<file path="src/rtl/uart_rx.sv">
// 8N1 UART receiver: 16x oversampling, mid-bit sampling, break-safe error recovery.
// Define UART_RX_PARITY_EN to expect one even-parity bit between data and stop.
module uart_rx #(
  parameter int CLK_FREQ  = 1000000,
  parameter int BAUD_RATE = 9600
) (
  input  logic       clk,
  input  logic       rst,
  input  logic       rx,
  output logic [7:0] rx_data,
  output logic       rx_valid,
  output logic       frame_err,
  output logic       parity_err,
  output logic       busy
);

  localparam int DIV_RAW = CLK_FREQ / (BAUD_RATE * 16);
  localparam int DIV     = (DIV_RAW < 1) ? 1 : DIV_RAW;
  localparam int DIV_W   = (DIV > 1) ? $clog2(DIV) : 1;
  localparam logic [DIV_W-1:0] DIV_LAST = DIV_W'(DIV - 1);

`ifdef UART_RX_PARITY_EN
  typedef enum logic [2:0] {IDLE, START, DATA, PARITY, STOP, WAIT_HIGH} state_t;
`else
  typedef enum logic [2:0] {IDLE, START, DATA, STOP, WAIT_HIGH} state_t;
`endif

  state_t           state;
  state_t           state_next;
  logic             rx_meta;
  logic             rxs;
  logic             rxs_prev;
  logic [1:0]       settle_cnt;
  logic             settled;
  logic             start_det;
  logic [DIV_W-1:0] div_cnt;
  logic             tick;
  logic [3:0]       tick_cnt;
  logic             sample;
  logic [2:0]       bit_cnt;
  logic [7:0]       shift_reg;
  logic             shift_en;
  logic             load_data;
  logic             set_valid;
  logic             set_ferr;

  always_ff @(posedge clk) begin
    if (rst) begin
      rx_meta <= 1'b1;
      rxs     <= 1'b1;
    end else begin
      rx_meta <= rx;
      rxs     <= rx_meta;
    end
  end

  // Edge detection waits until the synchroniser has flushed its reset value, so a
  // line that is already low when reset releases is not taken as a start bit.
  always_ff @(posedge clk) begin
    if (rst) begin
      settle_cnt <= 2'd0;
      rxs_prev   <= 1'b0;
    end else begin
      if (!settled) settle_cnt <= settle_cnt + 2'd1;
      rxs_prev <= settled ? rxs : 1'b0;
    end
  end

  assign settled   = (settle_cnt == 2'd2);
  assign start_det = settled & rxs_prev & ~rxs;

  always_ff @(posedge clk) begin
    if (rst) begin
      div_cnt <= '0;
    end else if ((state == IDLE) && start_det) begin
      div_cnt <= '0;
    end else if (tick) begin
      div_cnt <= '0;
    end else begin
      div_cnt <= div_cnt + DIV_W'(1);
    end
  end

  assign tick = (div_cnt == DIV_LAST);

  always_ff @(posedge clk) begin
    if (rst) begin
      tick_cnt <= 4'd0;
    end else if (state == IDLE) begin
      tick_cnt <= 4'd0;
    end else if (tick) begin
      tick_cnt <= tick_cnt + 4'd1;
    end
  end

  assign sample = tick && (tick_cnt == 4'd7);

`ifdef UART_RX_PARITY_EN
  logic par_bit;
  logic par_bad;
  logic cap_par;
  logic set_perr;

  always_ff @(posedge clk) begin
    if (rst) begin
      par_bit    <= 1'b0;
      parity_err <= 1'b0;
    end else begin
      parity_err <= set_perr;
      if (cap_par) par_bit <= rxs;
    end
  end

  assign par_bad = ^{shift_reg, par_bit};
`else
  assign parity_err = 1'b0;
`endif

  always_ff @(posedge clk) begin
    if (rst) state <= IDLE;
    else     state <= state_next;
  end

  always_comb begin
    state_next = state;
    shift_en   = 1'b0;
    load_data  = 1'b0;
    set_valid  = 1'b0;
    set_ferr   = 1'b0;
`ifdef UART_RX_PARITY_EN
    cap_par    = 1'b0;
    set_perr   = 1'b0;
`endif
    case (state)
      IDLE: begin
        if (start_det) state_next = START;
      end
      START: begin
        if (sample) state_next = rxs ? IDLE : DATA;
      end
      DATA: begin
        if (sample) begin
          shift_en = 1'b1;
`ifdef UART_RX_PARITY_EN
          if (bit_cnt == 3'd7) state_next = PARITY;
`else
          if (bit_cnt == 3'd7) state_next = STOP;
`endif
        end
      end
`ifdef UART_RX_PARITY_EN
      PARITY: begin
        if (sample) begin
          cap_par    = 1'b1;
          state_next = STOP;
        end
      end
`endif
      STOP: begin
        if (sample) begin
          if (!rxs) begin
            set_ferr   = 1'b1;
            state_next = WAIT_HIGH;
          end
`ifdef UART_RX_PARITY_EN
          else if (par_bad) begin
            set_perr   = 1'b1;
            state_next = IDLE;
          end
`endif
          else begin
            set_valid  = 1'b1;
            load_data  = 1'b1;
            state_next = IDLE;
          end
        end
      end
      WAIT_HIGH: begin
        if (rxs) state_next = IDLE;
      end
      default: state_next = IDLE;
    endcase
  end

  always_ff @(posedge clk) begin
    if (rst) begin
      bit_cnt   <= 3'd0;
      shift_reg <= 8'h00;
      rx_data   <= 8'h00;
      rx_valid  <= 1'b0;
      frame_err <= 1'b0;
    end else begin
      rx_valid  <= set_valid;
      frame_err <= set_ferr;
      if (state == START) bit_cnt <= 3'd0;
      if (shift_en) begin
        shift_reg <= {rxs, shift_reg[7:1]};
        bit_cnt   <= bit_cnt + 3'd1;
      end
      if (load_data) rx_data <= shift_reg;
    end
  end

  assign busy = (state != IDLE);

endmodule

</file>
<file path="config.mk">
export PLATFORM = sky130hd
export DESIGN_NAME = uart_rx
export DESIGN_NICKNAME = d
export VERILOG_FILES = /design/src/rtl/uart_rx.sv
export SDC_FILE = /design/constraint.sdc
export NUM_CORES = 1
export LEC_CHECK = 0
export CAP_MARGIN = 20
export CORE_ASPECT_RATIO = 0.9
export CORE_MARGIN = 2
export CORE_UTILIZATION = 42
export CTS_CLUSTER_SIZE = 14
export DETAILED_ROUTE_END_ITERATION = 12
export PLACE_DENSITY_LB_ADDON = 0.15
export SETUP_SLACK_MARGIN = 0.5
export SLEW_MARGIN = 10
export SYNTH_ARGS = -nofsm -noshare
export SYNTH_HDL_FRONTEND = slang
export SYNTH_SLANG_ARGS = --single-unit
</file>
<file path="constraint.sdc">
create_clock -name clk -period 1.8 [get_ports clk]
set_input_delay 0.27 -clock clk [delete_from_list [all_inputs] [get_ports clk]]
set_output_delay 0.27 -clock clk [all_outputs]
set_load 0.02 [all_outputs]
</file>
==> results.md <==
- Starting utilization of the core area: about 44%
- Post-synthesis register bit count: 36
- Sequential element share of the synthesized area: 48.9%
- Antenna violations before repair: 0
- Number of enable-type register cells in the synthesized netlist: 0
- Register clock-pin slew on the reported worst setup and hold paths: 0.07 ns
- Maximum clock frequency: 0.702 GHz
- Sequential Area: 732 um^2
- Power per cell area: between 800 and 900 mW/mm^2
- Total Die Area: 0.00400 mm^2
- RSZ-0062 raised after global routing: true
- Critical path startpoint category: register
- Via count of the first global-routing pass: 1051
- Yosys warns: 0
- Type of element capturing the critical path: output pin
- Count of boundary I/O pins: 15
- Number of buffers inserted by hold repair at cts: 0
- Number of clock sinks: 36
- Number of antenna-violating nets in the routed design: 0
- Final-report max-slew violation count: 0
- Detail-routed via count per cell: between 4 and 5
- Average size of a mapped cell: 10.0 um^2
- Minimum clock period: 1.42 ns
- Total clock buffers created by CTS: 5
- Crit Path Max Fanout: 6
- Post-synthesis instance total: 147
- Die Height: 60.2 um
- # setup viols final: 0
- Routability Congestion: 0.752
- Wire length of the first global-routing pass: 4780 um
- Routed wirelength normalized by instance count: ~13 um
- Required time at the worst-slack endpoint: 1.53 ns
- Final core area utilization: between 50% and 60%
- Insertion delay of the later-clocked pin in the worst-skew pair: 0.29 ns
- Clock tree from TritonCTS: yes
- Area of combinational cells with multiple inputs: 798 um^2
- Antenna Cells: 0
- Post-DP HPWL: roughly 1800 um
- Count of final hold-check violations: 0
- Leakage: 0.891 nW
- Total length of routed wires: 2770 um
- Die width: between 60 and 70 um
- IR Drop Worst-Case VDD: 0.000511 V
- Data arrival time at the worst-slack endpoint: 1.15 ns
- Remaining global-route overflow: 0
- Initial DRC Count: 60
- H-Tree Level Count: 2
- Pin count of the biggest net entering global routing: 20
- Synth async-reset ratio: 0%
- Share of layout cells above drive strength 1: around 30%
- Detailed-route DRC error count: 0
- Setup CP Type: reg2out
- Area growth from synthesis to layout: 31.8%
- Placed instance area: 0.00166 mm^2
- Layout net count: 184
- Distinct cell type count after synthesis: 31
- Net Count, Synth: 156
- Row count: 20
- Outcome: complete, no violations
- Total GRT Usage: 16.6%
- Count of fill cells added during filler insertion: just over 300
- Std-Cell Core Area: between 0.003 and 0.004 mm^2
- Total number of vias: 1064
- Total Negative Setup Slacks: 0 ns
- Number of input and output port buffers inserted: 13
- Final Cycle Share: 79.1%
- Buffer cell driving the clock tree root: sky130_fd_sc_hd__clkbuf_8
- Hold/Removal Path Class: reg2reg
- Final standard cell area without fillers: between 0.0015 and 0.002 mm^2
- Top flip-flop cell by instance count after synthesis: sky130_fd_sc_hd__dfxtp_1
- Maximum number of buffers from clock root to sink: 2
- Max Clock Skew: 0.00476 ns
- Max-cap violations: 0
- Synthesized cell area: 0.00147 mm^2
- Router iterations before antenna repair: 4
## metrics by stage
stage | hold slack [ns] | power (W) | instances | setup slack, ns
after detailed placement | 0.394 | 0.00101 | 199 | 0.167
final | 0.422 | 0.00168 | 220 | 0.376
after global routing | 0.446 | 0.00175 | 220 | 0.311
after CTS | 0.430 | 0.00169 | 218 | 0.364
after global placement | 0.394 | 0.000990 | 199 | 0.185
after floorplan | 0.374 | 0.000972 | 147 | 0.411
## per-layer routing
layer / part of all wire, % / global-route usage [%] / vias up
met5: 0 / 0 / -
met4: 2.5 / 9.62 / 0
met3: 2.1 / 4.52 / 7
met2: 48 / 26.7 / 12
met1: 47 / 20.0 / 497
li1: - / - / 548
## cell families (layout without fill, tap and decap cells)
| group | after synthesis | count (layout) | synth area share (%) |
|---|---|---|---|
| and+or+nand+nor | 60 | 61 | 21.8 |
| adders and majority gates | 6 | 6 | 5.09 |
| buffers and inverters | 12 | 40 | 4.58 |
| AOI/OAI and AO/OA | 10 | 10 | 4.75 |
| DFF | 36 | 36 | 48.9 |
| other | 1 | 1 | 0.254 |
| muxes | 18 | 18 | 12.2 |
| xor gates and xnor gates | 4 | 4 | 2.38 |
## power breakdown
group / internal (W) / total [W] / switching (W) / leakage, nW
sequential: 0.000830 / 0.000853 / 0.0000223 / 0.294
combinational: 0.0000652 / 0.000141 / 0.0000754 / 0.542
clock: 0.000411 / 0.000684 / 0.000273 / 0.0552
total: 0.00131 / 0.00168 / 0.000371 / 0.891
## Yosys cell counts (2+ instances only)
library cell | number | area share, %
sky130_fd_sc_hd__mux2i_1 | 18 | 12
sky130_fd_sc_hd__dfxtp_1 | 36 | 49
sky130_fd_sc_hd__clkbuf_1 | 4 | 1.0
sky130_fd_sc_hd__nor2_1 | 27 | 6.9
sky130_fd_sc_hd__nand2_1 | 5 | 1.3
sky130_fd_sc_hd__nand2b_1 | 3 | 1.3
sky130_fd_sc_hd__ha_1 | 6 | 5.1
sky130_fd_sc_hd__nand3_1 | 8 | 2.7
sky130_fd_sc_hd__a21oi_1 | 3 | 1.0
sky130_fd_sc_hd__nor2b_1 | 2 | 0.85
sky130_fd_sc_hd__buf_6 | 2 | 1.5
sky130_fd_sc_hd__xor2_1 | 4 | 2.4
sky130_fd_sc_hd__nor3b_1 | 3 | 1.5
sky130_fd_sc_hd__buf_4 | 2 | 1.0
sky130_fd_sc_hd__o21ai_0 | 2 | 0.68
sky130_fd_sc_hd__nor3_1 | 2 | 0.68
sky130_fd_sc_hd__or2_2 | 2 | 0.85
sky130_fd_sc_hd__and3b_1 | 2 | 1.2
sky130_fd_sc_hd__inv_1 | 4 | 1.0
## layout by cell type, fill, tap and decap left out, types with 3 or more instances in the layout
cell                             n
sky130_fd_sc_hd__dfxtp_1        31
sky130_fd_sc_hd__nor2_1         26
sky130_fd_sc_hd__mux2i_1        18
sky130_fd_sc_hd__buf_4          14
sky130_fd_sc_hd__dlygate4sd2_1  10
sky130_fd_sc_hd__nand2_1         5
sky130_fd_sc_hd__nand3_2         5
sky130_fd_sc_hd__clkbuf_8        5
sky130_fd_sc_hd__xor2_1          4
sky130_fd_sc_hd__inv_1           3
sky130_fd_sc_hd__nand2b_1        3
sky130_fd_sc_hd__a21oi_1         3
sky130_fd_sc_hd__nand3_4         3
sky130_fd_sc_hd__ha_1            3
sky130_fd_sc_hd__dfxtp_2         3
## what timing repair did
item / CTS / global route
endpoints found under the setup margin: 34 / 28
cloned: 1 / 0
resized for setup: 29 / 7
buffers inserted: 10 / 2
pin swaps: 7 / 9
## final timing paths
path / from / end / slack, ns / depth (start not counted)
max reg2reg: tick_cnt[0]$_SDFFE_PP0N_ / state[0]$_SDFFE_PP0P_ / 0.39 / 5
min: rx_meta$_SDFF_PP1_ / rxs$_SDFF_PP1_ / 0.42 / 1
max: state[0]$_SDFFE_PP0P_ / busy / 0.38 / 2
min reg2reg: rx_meta$_SDFF_PP1_ / rxs$_SDFF_PP1_ / 0.42 / 1
## worst max-delay path, cell delays in order (launching register included)
cell                      delay [ns]
sky130_fd_sc_hd__dfxtp_4        0.36
sky130_fd_sc_hd__or3_4          0.37
sky130_fd_sc_hd__buf_6          0.14
## final cells by class
type                       count  area share, %
sequential                    36           37.7
inverter                       4          0.773
tap                           44           2.83
multi-input combinational    100           41.1
timing repair buffer          28           12.1
clock inverter                 2           1.80
clock buffer                   6           3.73
Power figures use the tool's default switching activity.
